==> config.mk <==
export PLATFORM = sky130hd
export DESIGN_NAME = logic_unit_iter
export DESIGN_NICKNAME = d
export VERILOG_FILES = /design/src/rtl/logic_unit_pkg.sv /design/src/rtl/logic_slice.sv /design/src/rtl/logic_unit_iter.sv
export SDC_FILE = /design/constraint.sdc
export NUM_CORES = 1
export LEC_CHECK = 0
export ABC_AREA = 1
export CAP_MARGIN = 10
export CORE_MARGIN = 3
export CORE_UTILIZATION = 40
export CTS_BUF_LIST = sky130_fd_sc_hd__clkbuf_4 sky130_fd_sc_hd__clkbuf_8
export CTS_CLUSTER_SIZE = 20
export DETAILED_ROUTE_END_ITERATION = 10
export SLEW_MARGIN = 25
export SYNTH_ARGS = -nofsm -noshare
export SYNTH_HDL_FRONTEND = slang
export SYNTH_HIERARCHICAL = 1
export SYNTH_SLANG_ARGS = --single-unit
export TNS_END_PERCENT = 5
==> constraint.sdc <==
create_clock -name clk -period 7.7 [get_ports clk]
set_clock_uncertainty 0.05 [all_clocks]
set_input_delay 2.31 -clock clk [delete_from_list [all_inputs] [get_ports clk]]
set_output_delay 2.31 -clock clk [all_outputs]
set_load 0.01 [all_outputs]
==> src/rtl/logic_unit_pkg.sv <==
// Shared encodings for the iterative logic unit.
// This file holds the operation codes and the FSM state type.
package logic_unit_pkg;

   localparam logic [1:0] OP_AND = 2'b00;
   localparam logic [1:0] OP_OR  = 2'b01;
   localparam logic [1:0] OP_XOR = 2'b10;
   localparam logic [1:0] OP_NOR = 2'b11;

   typedef enum logic [1:0] {
      S_IDLE = 2'd0,
      S_BUSY = 2'd1,
      S_DONE = 2'd2
   } state_t;

endpackage

==> src/rtl/logic_slice.sv <==
// One chunk of the bitwise logic function.
// The block is purely combinational. Each output bit depends only on the
// operand bits at the same index.
module logic_slice
   import logic_unit_pkg::*;
#(
   parameter int CHUNK = 8
) (
   input  logic [1:0]       op,
   input  logic [CHUNK-1:0] a,
   input  logic [CHUNK-1:0] b,
   output logic [CHUNK-1:0] y
);

   // Select the bitwise function for this chunk.
   always_comb begin
      case (op)
         OP_AND:  y = a & b;
         OP_OR:   y = a | b;
         OP_XOR:  y = a ^ b;
         default: y = ~(a | b);
      endcase
   end

endmodule

==> src/rtl/logic_unit_iter.sv <==
// Iterative bitwise logic unit with valid/ready handshakes.
// The unit latches the operands and evaluates CHUNK bits per cycle,
// starting with the LSB chunk. It presents the full result once the last
// chunk has been written.
module logic_unit_iter
   import logic_unit_pkg::*;
#(
   parameter int WIDTH = 32,
   parameter int CHUNK = 8
) (
   input  logic             clk,
   input  logic             rst_n,
   input  logic             in_valid,
   output logic             in_ready,
   input  logic [1:0]       op,
   input  logic [WIDTH-1:0] inp1,
   input  logic [WIDTH-1:0] inp2,
   output logic             out_valid,
   input  logic             out_ready,
   output logic [WIDTH-1:0] out,
   output logic             zero,
   output logic             busy
);

   localparam int NCHUNK = WIDTH / CHUNK;
   localparam int CW     = (NCHUNK > 1) ? $clog2(NCHUNK) : 1;
   localparam logic [CW-1:0] LAST = CW'(NCHUNK - 1);

   if ((WIDTH % CHUNK) != 0) begin : g_bad_chunk
      $error("logic_unit_iter: WIDTH must be a multiple of CHUNK");
   end

   state_t           state;
   logic [CW-1:0]    count;
   logic [1:0]       op_q;
   logic [WIDTH-1:0] a_q;
   logic [WIDTH-1:0] b_q;
   logic [WIDTH-1:0] res_q;
   logic [WIDTH-1:0] res_next;
   logic [CHUNK-1:0] a_c;
   logic [CHUNK-1:0] b_c;
   logic [CHUNK-1:0] y_c;
   int               base;

   // Accept only while idle; busy and done both hold the port closed.
   assign in_ready = (state == S_IDLE);

   // Pick the chunk addressed by the counter and merge the slice result into it.
   always_comb begin
      base     = int'(count) * CHUNK;
      a_c      = a_q[base +: CHUNK];
      b_c      = b_q[base +: CHUNK];
      res_next = res_q;
      res_next[base +: CHUNK] = y_c;
   end

   logic_slice #(.CHUNK(CHUNK)) u_slice (
      .op (op_q),
      .a  (a_c),
      .b  (b_c),
      .y  (y_c)
   );

   // Control FSM, chunk counter, operand latches and output registers.
   always_ff @(posedge clk or negedge rst_n) begin
      if (!rst_n) begin
         state     <= S_IDLE;
         count     <= '0;
         op_q      <= '0;
         a_q       <= '0;
         b_q       <= '0;
         res_q     <= '0;
         out       <= '0;
         zero      <= 1'b0;
         out_valid <= 1'b0;
         busy      <= 1'b0;
      end else begin
         case (state)
            S_IDLE: begin
               if (in_valid) begin
                  op_q  <= op;
                  a_q   <= inp1;
                  b_q   <= inp2;
                  res_q <= '0;
                  count <= '0;
                  busy  <= 1'b1;
                  state <= S_BUSY;
               end
            end
            S_BUSY: begin
               res_q <= res_next;
               if (count == LAST) begin
                  // out is loaded only here, so it keeps the previous result while idle or busy.
                  out       <= res_next;
                  zero      <= (res_next == '0);
                  out_valid <= 1'b1;
                  state     <= S_DONE;
               end else begin
                  count <= count + 1'b1;
               end
            end
            S_DONE: begin
               if (out_ready) begin
                  out_valid <= 1'b0;
                  busy      <= 1'b0;
                  state     <= S_IDLE;
               end
            end
            default: state <= S_IDLE;
         endcase
      end
   end

endmodule

### After elaboration in Yosys (flattened, before gate mapping)

Index checks and enable logic that the tools add are counted.

| word-level totals | value |
|---|---|
| logic and storage cells | 58 |
| input port bits | 70 |
| flip-flop bits (word level) | 137 |
| output and inout bits | 36 |

| operators by class | value |
|---|---|
| muxes and demuxes | 16 |
| reduce and logical (&&, ||, !) cells | 13 |
| shift operators | 4 |
| bitwise logic cells | 4 |
| equal/unequal tests | 9 |
| add/sub/neg operators | 2 |

Operators with widths:

| kind | number |
|---|---|
| 32-bit case mux with 2 select lines | 1 |
| 32-bit by 6-bit indexed part select with 8-bit output | 2 |
| 5-bit negator with 33-bit output | 1 |
| 8-bit by 33-bit variable shift with 32-bit output (first input constant) | 1 |
| 8-bit by 33-bit indexed part select with 32-bit output | 1 |
| 32-bit bitwise mux | 1 |
| 32-bit logical NOT | 1 |
| 32-bit two-way mux | 1 |
| 8-bit case mux with 3 select lines | 1 |
| 3-bit AND reduction | 4 |
| 2-bit two-way mux | 5 |
| 8-bit bitwise AND | 1 |
| 2-bit != test (second input constant) | 4 |
| 8-bit NOT | 1 |
| 8-bit bitwise OR | 1 |
| 8-bit XOR | 1 |
| 2-bit == test (second input constant) | 3 |
| 2-bit case mux with 3 select lines | 1 |
| 2-bit AND reduction | 3 |
| 2-bit nonzero test | 3 |
| 2-bit by 1-bit == test with 1-bit output (second input constant) | 2 |
| 2-bit logical NOT | 2 |
| 1-bit case mux with 2 select lines | 2 |
| 2-bit case mux with 2 select lines | 1 |
| 2 further kinds | 4 |

### Longest topological paths before layout

Gate-level depths: netlist of run 1.

| logic depth | value |
|---|---|
| depth after elaboration | 7 |
| depth in mapped cells | 22 |
| gate-level depth less buffers | 19 |

### Modules after synthesis

Netlist of run 1, hierarchy kept.

Modules (own cells, without submodules):

| module | area each (um2) | instances | cells an instance | sequential area each (um2) |
|---|---|---|---|---|
| logic_unit_iter | 6246.0 | 1 | 643 | 3428.3 |
| logic_slice | 566.8 | 1 | 86 | 0.0 |

### Least setup slack after synthesis of run 1

OpenSTA, ideal clock, no wires.

| timing path | value |
|---|---|
| kind | input-to-reg |
| from | in in_valid |
| to | reg a_q[16] |
| arrival | 2.979 ns |
| cell stages on the path | 3 |
| buffers on the path | 1 |
| setup slack | 4.546 ns |
| library setup time | 0.125 ns |
| required time | 7.525 ns |
| cells stage by stage | nand2_2 > buf_2 > mux2_2 |

| on the way | value |
|---|---|
| word-level cells in the longest chain between the ends | 1 |

Ends and longest elaborated chain:

| item | line | RTL |
|---|---|---|
| start: declaration | logic_unit_iter.sv:13 | `input logic in_valid,` |
| 2-bit AND reduction (no source line) | -- |  |
| end signal: assignment | logic_unit_iter.sv:82 | `a_q <= inp1;` |
| end: declaration | logic_unit_iter.sv:36 | `logic [WIDTH-1:0] a_q;` |

Every way passes these cells.
A chain may end at the register's enable or synchronous reset.

### Worst setup path in the final report of run 1

| timing path | value |
|---|---|
| from | reg state[1] |
| to | out in_ready |

| on the way | value |
|---|---|
| word-level cells in the longest chain between the ends | 1 |

Ends and longest elaborated chain:

| item | line | RTL |
|---|---|---|
| start: declaration | logic_unit_iter.sv:33 | `state_t state;` |
| start signal: assignment | logic_unit_iter.sv:67 | `state <= S_IDLE;` |
| start signal: assignment | logic_unit_iter.sv:87 | `state <= S_BUSY;` |
| start signal: assignment | logic_unit_iter.sv:97 | `state <= S_DONE;` |
| 2-bit logical NOT | logic_unit_iter.sv:46 | `assign in_ready = (state == S_IDLE);` |
| end: declaration | logic_unit_iter.sv:14 | `output logic in_ready,` |

Every way passes these cells.

==> results of run 1 <==
==> Yosys cell counts <==
| cell type | n | share of area, % |
|---|---|---|
| dfrtp_1 | 137 | 50 |
| nand2_1 | 126 | 6.9 |
| o21ai_0 | 85 | 6.2 |
| nor2_1 | 70 | 3.9 |
| mux2_2 | 66 | 11 |
| inv_1 | 61 | 3.4 |
| nand3_1 | 55 | 4.0 |
| o22ai_1 | 29 | 2.7 |
| ha_1 | 22 | 4.0 |
| buf_2 | 16 | 1.2 |
| clkbuf_1 | 13 | 0.72 |
| nand4_1 | 9 | 0.83 |
| buf_6 | 7 | 1.2 |
| nand3_2 | 6 | 0.88 |
| inv_2 | 5 | 0.28 |
| nor2_2 | 5 | 0.46 |
| o21ai_1 | 3 | 0.22 |
| nand2_2 | 2 | 0.18 |
| nor3_1 | 2 | 0.15 |
| a22oi_1 | 1 | 0.11 |
| buf_1 | 1 | 0.055 |
| buf_4 | 1 | 0.11 |
| inv_8 | 1 | 0.17 |
| nand2_4 | 1 | 0.17 |
| nand3_4 | 1 | 0.26 |
| nor2_4 | 1 | 0.17 |
| nor2_8 | 1 | 0.29 |
| o21ai_2 | 1 | 0.13 |
| or2_4 | 1 | 0.13 |
==> worst max path at each step <==
stage               startpoint        end  slack (ns)  depth (start not counted)
floorplan             in_valid    a_q[16]        4.55                          3
global placement      in_valid  res_q[11]        3.22                          4
detailed placement    in_valid  res_q[14]        3.52                          4
CTS                   state[1]   in_ready        3.48                          2
global route          state[1]   in_ready        3.43                          2
finish                state[1]   in_ready        3.52                          2
==> cell families after synthesis <==
kind of cell | count (synthesis)
AO/OA/AOI/OAI | 119
adder cells (fa/ha/maj) | 22
buffers and inverters | 105
flip-flops | 137
multiplexers | 66
AND/OR/NAND/NOR | 280
==> metal layers <==
layer	global-route usage (%)	vias up	part of all wire, %
met5	0	-	0
met1	23.2	2504	45
met4	7.28	0	1.8
li1	-	2600	-
met2	28.4	136	49
met3	4.12	22	4.8
==> report_power, final <==
group | internal (mW) | switching [mW]
Clock | 0.235 | 0.284
Sequential | 1.04 | 0.200
Combinational | 0.689 | 1.01
Total | 1.96 | 1.49
==> placed cells by master (no fill, tap or decap), types with 5 or more instances in the layout <==
cell type / instances
clkbuf_8: 19
nand3_1: 55
nand2_1: 126
nor2_2: 5
nand3_2: 6
inv_2: 5
clkdlybuf4s50_1: 104
nor2_1: 70
clkinv_2: 8
ha_1: 22
dfrtp_1: 137
inv_1: 61
o22ai_1: 29
mux2_2: 66
o21ai_0: 85
nand4_1: 9
==> critical path: cells and delay by family, from the launching register on <==
kind                   cells  cell delay [ns]
DFF                        1             0.40
and+or+nand+nor            1             0.35
buffers and inverters      1             0.62
==> layout make-up <==
type / instances / area share [%]
clock buffers: 19 / 3.15
clock inverters: 13 / 0.965
repair buffers: 108 / 13.0
inverters: 67 / 3.12
well taps: 220 / 3.32
flip-flops and latches: 137 / 41.3
multi-input cells: 487 / 35.2
==> stage by stage <==
stage / utilization, % / cells / cell area (um^2) / total power, mW
after floorplan: - / 729 / 6810 / 2.45
after global placement: 47.8 / 1019 / 7950 / 2.87
after detailed placement: 47.8 / 1019 / 7960 / 2.95
after CTS: 49.9 / 1051 / 8300 / 3.48
after global routing: 49.9 / 1051 / 8300 / 3.75
final: 49.9 / 1051 / 8300 / 3.45
==> registers in the layout (all words and copies together) (netlist names) <==
register	flops
busy	1
b_q	32
res_q	32
out	32
a_q	32
state	2
count	2
out_valid	1
op_q	2
zero	1
==> metrics.csv, run 1 <==
metric,value,unit
leakagePower,3.69,nW
grt_antenna_before_repair,0,
irDropWorstVdd,0.167,mV
rows,47,
maxCapViolations,0,
avgRoutedWirePerCell,15.2,um
wl,16000,um
die_w,137,um
vias_per_cell,5.01,
cts_hold_buf,0,
place.gp.congestion,0.845,
crit_path_start_kind,flip-flop,
fmax,239,MHz
worst_pin_slew,0.788,ns
synth_fp_nets,821,
htree_num_levels,4,
core-area,0.0166,mm^2
synth_xor_area_share,0,%
reg2reg_slack,4.00,ns
nets,910,
drc_errors,0,
place_hpwl,11000,um
required,5.34,ns
synth_top_family_by_area,simple AND/OR/NAND/NOR gates,
grt_pass1_vias,5190,
timing.setup.tns,0,ns
grt_max_degree,91,
cts_made_buffers,17,
area_growth,21.8,%
cpPeakStageDelay,0.62,ns
multi_input_area,0.00292,mm^2
clk_pin_slew_worst_paths,0.07,ns
root_buffer,clkbuf_8,
hold_viol,0,
pwr_density_cell,416,mW/mm^2
cts_resized,0,
hold_depth,2,
io_pins,106,
layout.area.seq,0.00343,mm^2
ys_warn_count,6,
min_delay_worst_endpoint,out[8],
pre_cts_ws,3.52,ns
setup_slack,3.52,ns
rsz0062_at_grt,false,
worst_setup_path_end_kind,output pin,
grt_pass1_wl,25800,um
die_h,137,um
ys_seq_area_share,50.3,%
outcome,completed,
arrival,1.82,ns
post-route-period-util,54.2,%
r2r_cells,14,
slew_violations,0,
clockBufferDepth,2,
synth_seq_cells,137,
grt_overflow_total,0,
grtUsageTotal,17.7,%
synthAdderAreaFrac,4.04,%
min_from,out[8],
synthMuxAreaShare,10.9,%
start_util,40.9,%
r2r_end,zero,
max-slew-margin-rel,47.5,%
firstDrtPassIters,7,
whs,0.430,ns
vias,5262,
cp_max_fo,3,
io_buffers,105,
tritoncts,done,
finalCriticalPeriod,4.18,ns
postRouteAntennaNets,0,
fillers,1523,
synth.avg_cell_area,9.35,um^2
hold_path_class,reg -> reg,
slowest_stage,clkdlybuf4s50_1,
drive_gt1_share,15.3,%
crit_chain,"nor2_1, clkdlybuf4s50_1",
diodes,0,
drtIter0Drc,340,
setup_viol,0,
synth_compound_area_share,9.37,%
timing_worst_setup_path_type,reg -> out,
dieArea,0.0186,mm^2
rr_startpoint,count[1],
synth_cell_types,29,
numClockSinks,137,
yosys.area_share.simple,18.3,%
synthesis.area,0.00681,mm^2
clk_latency,0.46,ns
syn_inst,729,
cts_setup_buffers,0,
Note: power is estimated with default switching activity, not from simulation.
==> inputs of run 2 (changes only) <==
==> constraint.sdc (replaced) <==
create_clock -name clk -period 4.1 [get_ports clk]
set_clock_uncertainty 0.05 [all_clocks]
set_input_delay 1.23 -clock clk [delete_from_list [all_inputs] [get_ports clk]]
set_output_delay 1.23 -clock clk [all_outputs]
set_load 0.01 [all_outputs]
==> metrics.csv, run 2 (synthesized netlist as in run 1, its figures left out) <==
metric,value,unit,change
outcome,completed,,unchanged
grt_antenna_before_repair,0,,unchanged
leakagePower,3.81,nW,was 3.69 nW
use_met3,3.64,%,was 4.12%
place_hpwl,11500,um,"was 11,000 um"
internal-power,4.19,mW,was 1.96 mW
setup_viol,0,,unchanged
cts_resized,0,,unchanged
rsz0062_at_grt,false,,unchanged
fin_util,51.3,%,was 49.9%
nets,913,,was 910
final_cells,1054,,"was 1,051"
crit_path_start_kind,flip-flop,,unchanged
irDropWorstVdd,0.327,mV,was 0.167 mV
pwr_density_cell,819,mW/mm^2,was 416 mW/mm^2
vias,5267,,"was 5,262"
clockBufferDepth,2,,unchanged
grt_pass1_wl,27200,um,"was 25,800 um"
cpPeakStageDelay,0.47,ns,was 0.62 ns
clk_latency,0.46,ns,about the same
clk_pin_slew_worst_paths,0.08,ns,was 0.07 ns
rows,47,,unchanged
rr_startpoint,count[0],,was count[1]
postRouteAntennaNets,0,,unchanged
slowest_stage,o21ai_0,,was clkdlybuf4s50_1
use_met1,24.4,%,was 23.2%
timing_worst_setup_path_type,reg -> reg,,was reg -> out
critPathCapture,zero,,was in_ready
busiest_layer,met2,,unchanged
final_cell_area,0.00854,mm^2,was 0.00830 mm^2
fmax,324,MHz,
slew_violations,0,,unchanged
layout_commonest_cell,dfrtp_1,,unchanged
place_area,0.00798,mm^2,was 0.00796 mm^2
crit_start,count[0],,was state[1]
multi_input_area,0.00291,mm^2,was 0.00292 mm^2
fillers,1519,,"was 1,523"
arrival,3.40,ns,was 1.82 ns
avgRoutedWirePerCell,15.4,um,was 15.2 um
wl,16200,um,"was 16,000 um"
worst_pin_slew,0.796,ns,was 0.788 ns
drtIter0Drc,330,,was 340
start_util,40.9,%,unchanged
final_cell_mix,"dfrtp_1, nand2_1, clkdlybuf4s50_1, o21ai_0, nor2_1",,unchanged
io_pins,106,,unchanged
max-slew-margin-rel,47.0,%,was 47.5%
pwr-share-clk,21.0,%,was 15.0%
grt_pass1_vias,5343,,"was 5,190"
maxCapViolations,0,,unchanged
worst_setup_path_end_kind,flip-flop,,was output pin
cts_made_buffers,17,,unchanged
r2r_end,zero,,unchanged
cp_max_fo,37,,was 3
dieArea,0.0186,mm^2,unchanged
reg2reg_slack,1.01,ns,was 4.00 ns
area_growth,25.4,%,was 21.8%
root_buffer,clkbuf_8,,unchanged
diodes,0,,unchanged
grtUsageTotal,18.4,%,was 17.7%
seq_power_share,33.0,%,was 35.8%
cts_setup_buffers,0,,unchanged
firstDrtPassIters,4,,was 7
grt_max_degree,118,,was 91
io_buffers,105,,unchanged
p_sw_share,40.1,%,was 43.2%
drc_errors,0,,unchanged
die_h,137,um,unchanged
crit_top_cell,nand3_1,,
timing.setup.tns,0,ns,unchanged
grt_overflow_total,0,,unchanged
p_sw,2.80,mW,was 1.49 mW
hold_path_class,reg -> reg,,unchanged
post-route-period-util,75.4,%,
hold_viol,0,,unchanged
place.gp.congestion,0.860,,was 0.845
crit_chain,"inv_2, o21ai_0, o22ai_1, inv_1, ha_1, nand3_1, nand4_1, nand3_1, o21ai_0, nor2_1, nand3_1, nor2_1, nand3_1, nand2_1",,"was nor2_1, clkdlybuf4s50_1"
vias_per_cell,5.00,,was 5.01
drive_gt1_share,15.6,%,was 15.3%
numClockSinks,137,,unchanged
layout.area.seq,0.00343,mm^2,unchanged
die_w,137,um,unchanged
required,4.41,ns,was 5.34 ns
r2r_cells,14,,unchanged
p_comb_share,46.0,%,was 49.1%
htree_num_levels,4,,unchanged
tritoncts,done,,unchanged
core-area,0.0166,mm^2,unchanged
dp.cells,1021,,"was 1,019"
finalCriticalPeriod,3.09,ns,
grt.met2_usage,30.1,%,was 28.4%
cts_hold_buf,0,,unchanged
## run 2: worst min-delay path by stage
stage                  from      end  slack (ns)  cells after the start
floorplan           a_q[23]  a_q[23]        0.42                      1
global placement    out[20]  out[20]        0.42                      2
detailed placement  out[28]  out[28]        0.42                      2
CTS                  out[8]   out[8]        0.44                      2
global route        out[30]  out[30]        0.46                      2
finish              out[26]  out[26]        0.43                      2
## run 2: final cells by class
type / count / share of cell area, %
multi-input cells: 487 / 34.1
inverters: 67 / 3.03
flip-flops and latches: 137 / 40.1
well taps: 220 / 3.22
repair buffers: 111 / 13.3
clock inverters: 10 / 2.74
clock buffers: 22 / 3.54
## run 2: worst max-delay path, delay by kind of cell (launching register included)
family	cells	cell delay [ns]
adders and majority gates	1	0.28
AOI/OAI and AO/OA	3	0.94
buffers and inverters	2	0.53
DFF	1	0.39
and+or+nand+nor	8	0.80
## run 2: layer usage
layer	vias to the layer above	routed length (um)
met4	0	320
met5	-	0
met1	2504	7350
li1	2610	-
met2	129	7860
met3	24	654
## run 2: power groups by stage
stage	logic [mW]	clock network (mW)	registers [mW]
finish	3.22	1.47	2.31
global route	3.65	1.56	2.39
CTS	3.25	1.50	2.31
detailed placement	3.24	0	2.34
global placement	3.17	0	2.32
floorplan	2.36	0	2.24
## run 2: stage by stage
stage	worst slack [ns]	hold slack, ns	power [mW]
after floorplan	1.54	0.424	4.61
after global placement	0.981	0.417	5.49
after detailed placement	0.950	0.420	5.58
after CTS	0.943	0.440	7.07
after global routing	0.699	0.465	7.60
final	1.01	0.433	6.99
==> inputs of run 3 (changes only) <==
==> constraint.sdc (replaced) <==
create_clock -name clk -period 2.6 [get_ports clk]
set_clock_uncertainty 0.05 [all_clocks]
set_input_delay 0.78 -clock clk [delete_from_list [all_inputs] [get_ports clk]]
set_output_delay 0.78 -clock clk [all_outputs]
set_load 0.01 [all_outputs]
==> metrics.csv, run 3 (synthesized netlist as in run 1, its figures left out) <==
metric,value,unit,change
core-area,0.0166,mm^2,unchanged
grt_pass1_vias,5716,,"was 5,343"
crit_chain,"buf_6, o21ai_0, o22ai_2, buf_4, inv_1, ha_4, nand3_2, nand4_1, nand3_2, nor2_4, nor2_2, nand2_1, nor2_1, nand2_1, nor2_1, nand3_1, nand2_1",,"was inv_2, o21ai_0, o22ai_1, inv_1, ha_1, nand3_1, nand4_1, nand3_1, o21ai_0, nor2_1, nand3_1, nor2_1, nand3_1, nand2_1"
io_buffers,105,,unchanged
p_sw,5.01,mW,was 2.80 mW
clk_latency,0.44,ns,was 0.46 ns
worst_pin_slew,0.575,ns,was 0.796 ns
postRouteAntennaNets,0,,unchanged
drc_errors,0,,unchanged
whs,0.236,ns,was 0.433 ns
diodes,0,,unchanged
setup_viol,1,,was 0
setup_slack,-0.0262,ns,was 1.01 ns
avgRoutedWirePerCell,15.8,um,was 15.4 um
slew_violations,0,,unchanged
grt_max_degree,56,,was 118
grt_antenna_before_repair,0,,unchanged
numClockSinks,137,,unchanged
io_pins,106,,unchanged
cp_max_fo,11,,was 37
place_area,0.00836,mm^2,was 0.00798 mm^2
firstDrtPassIters,5,,was 4
hold_path_class,in -> async,,was reg -> reg
finalCriticalPeriod,2.63,ns,was 3.09 ns
cts_made_buffers,17,,unchanged
fmax,381,MHz,was 324 MHz
p_comb_share,53.3,%,was 46.0%
rows,47,,unchanged
die_h,137,um,unchanged
vias_per_cell,5.14,,was 5.00
critPathBufInv,3,,was 2
multi_input_area,0.00313,mm^2,was 0.00291 mm^2
root_buffer,clkbuf_8,,unchanged
layout_commonest_cell,dfrtp_1,,unchanged
pwr-share-clk,16.3,%,was 21.0%
fillers,1437,,"was 1,519"
rsz0062_at_grt,true,,was false
timing.setup.tns,-0.0262,ns,was 0 ns
start_util,40.9,%,unchanged
hold_viol,0,,unchanged
drtIter0Drc,399,,was 330
timing_worst_setup_path_type,reg -> reg,,unchanged
dieArea,0.0186,mm^2,unchanged
place.gp.congestion,0.943,,was 0.860
clockBufferDepth,2,,unchanged
pre_cts_ws,-0.110,ns,was 0.950 ns
cpPeakStageDelay,0.45,ns,was 0.47 ns
crit_top_cell,nand2_1,,was nand3_1
grtUsageTotal,19.0,%,was 18.4%
max-slew-margin-rel,61.7,%,was 47.0%
area_growth,36.3,%,was 25.4%
layout.area.seq,0.00343,mm^2,about the same
critical_path.top_delay_family,simple AND/OR/NAND/NOR gates,,was compound AO/OA/AOI/OAI gates
worst_setup_path_end_kind,flip-flop,,unchanged
grt_pass1_wl,28000,um,"was 27,200 um"
internal-power,7.30,mW,was 4.19 mW
leakagePower,4.16,nW,was 3.81 nW
post-route-period-util,101,%,was 75.4%
nets,974,,was 913
irDropWorstVdd,0.536,mV,was 0.327 mV
vias,5733,,"was 5,267"
fin_total_pwr,12.3,mW,was 6.99 mW
htree_num_levels,4,,unchanged
final_cell_mix,"dfrtp_1, nand2_1, clkdlybuf4s50_1, o21ai_0, mux2_2",,"was dfrtp_1, nand2_1, clkdlybuf4s50_1, o21ai_0, nor2_1"
dp.cells,1065,,"was 1,021"
clk_pin_slew_worst_paths,0.08,ns,about the same
violations,negative setup slack,,
arrival,2.96,ns,was 3.40 ns
pwr_density_cell,1330,mW/mm^2,was 819 mW/mm^2
drive_gt1_share,25.9,%,was 15.6%
slowest_stage,dfrtp_2,,was o21ai_0
tritoncts,done,,unchanged
die_w,137,um,unchanged
final_cell_area,0.00929,mm^2,was 0.00854 mm^2
fin_util,55.8,%,was 51.3%
cts_hold_buf,0,,unchanged
p_sw_share,40.7,%,was 40.1%
required,2.94,ns,was 4.41 ns
seq_power_share,30.4,%,was 33.0%
crit_path_start_kind,flip-flop,,unchanged
outcome,finished with violations,,was completed
wl,17600,um,"was 16,200 um"
grt_overflow_total,0,,unchanged
maxCapViolations,0,,unchanged
final_cells,1115,,"was 1,054"
place_hpwl,12800,um,"was 11,500 um"
==> run 3: changes by cell type in the layout (fill, tap and decap cells not counted), sizes merged <==
cell      previous run  this run
bufbuf               0         1
bufinv               7         5
clkinvlp             2         3
buf                  6        65
clkinv               0         6
clkbuf              23        19
==> run 3: timing repair <==
item                       in CTS  in global routing
hold endpoints to repair        0                  0
gates cloned                    1                  3
setup endpoints to repair       5                 33
gates resized for setup        17                 70
pin swaps                      12                 52
buffers inserted               10                  5
==> run 3: layer usage <==
layer | vias up | track usage [%] | share of wire (%) | routed length, um
met5 | - | 0 | 0 | 0
met4 | 0 | 8.01 | 2.7 | 470
met3 | 29 | 4.41 | 4.7 | 829
met2 | 175 | 31.5 | 50 | 8730
met1 | 2790 | 24.0 | 43 | 7580
li1 | 2739 | - | - | -
==> run 3: worst register-to-register path, cell delays in order (launching register included) <==
cell,delay [ns]
dfrtp_2,0.45
buf_6,0.16
o21ai_0,0.21
o22ai_2,0.10
buf_4,0.15
inv_1,0.10
ha_4,0.22
nand3_2,0.05
nand4_1,0.22
nand3_2,0.20
nor2_4,0.05
nor2_2,0.12
nand2_1,0.06
nor2_1,0.13
nand2_1,0.07
nor2_1,0.10
nand3_1,0.07
nand2_1,0.06
==> run 3: power by group through the flow <==
stage / registers [mW] / logic [mW] / clock network [mW]
final: 3.75 / 6.56 / 2.01
after global routing: 3.85 / 7.22 / 2.15
after CTS: 3.71 / 5.97 / 2.05
after detailed placement: 3.74 / 5.63 / 0
after global placement: 3.72 / 5.51 / 0
after floorplan: 3.54 / 3.73 / 0
==> run 3: path summary, 6_finish.rpt <==
kind	startpoint	slack (ns)	to	depth (start not counted)
min in group clk	out[30]	0.43	out[30]	2
worst max-delay path	count[0]	-0.03	zero	17
worst min register to register	out[30]	0.43	out[30]	2
worst max register to register	count[0]	-0.03	zero	17
max in group asynchronous	rst_n	1.57	b_q[7]	2
worst min-delay path	rst_n	0.24	out[18]	1
==> run 3: cell type report <==
| class | instances | area share [%] |
|---|---|---|
| Clock buffer | 17 | 2.52 |
| Clock inverter | 15 | 2.40 |
| Inverter | 67 | 2.84 |
| Multi-Input combinational cell | 487 | 33.7 |
| Sequential cell | 137 | 36.9 |
| Tap cell | 220 | 2.96 |
| Timing Repair Buffer | 172 | 18.6 |
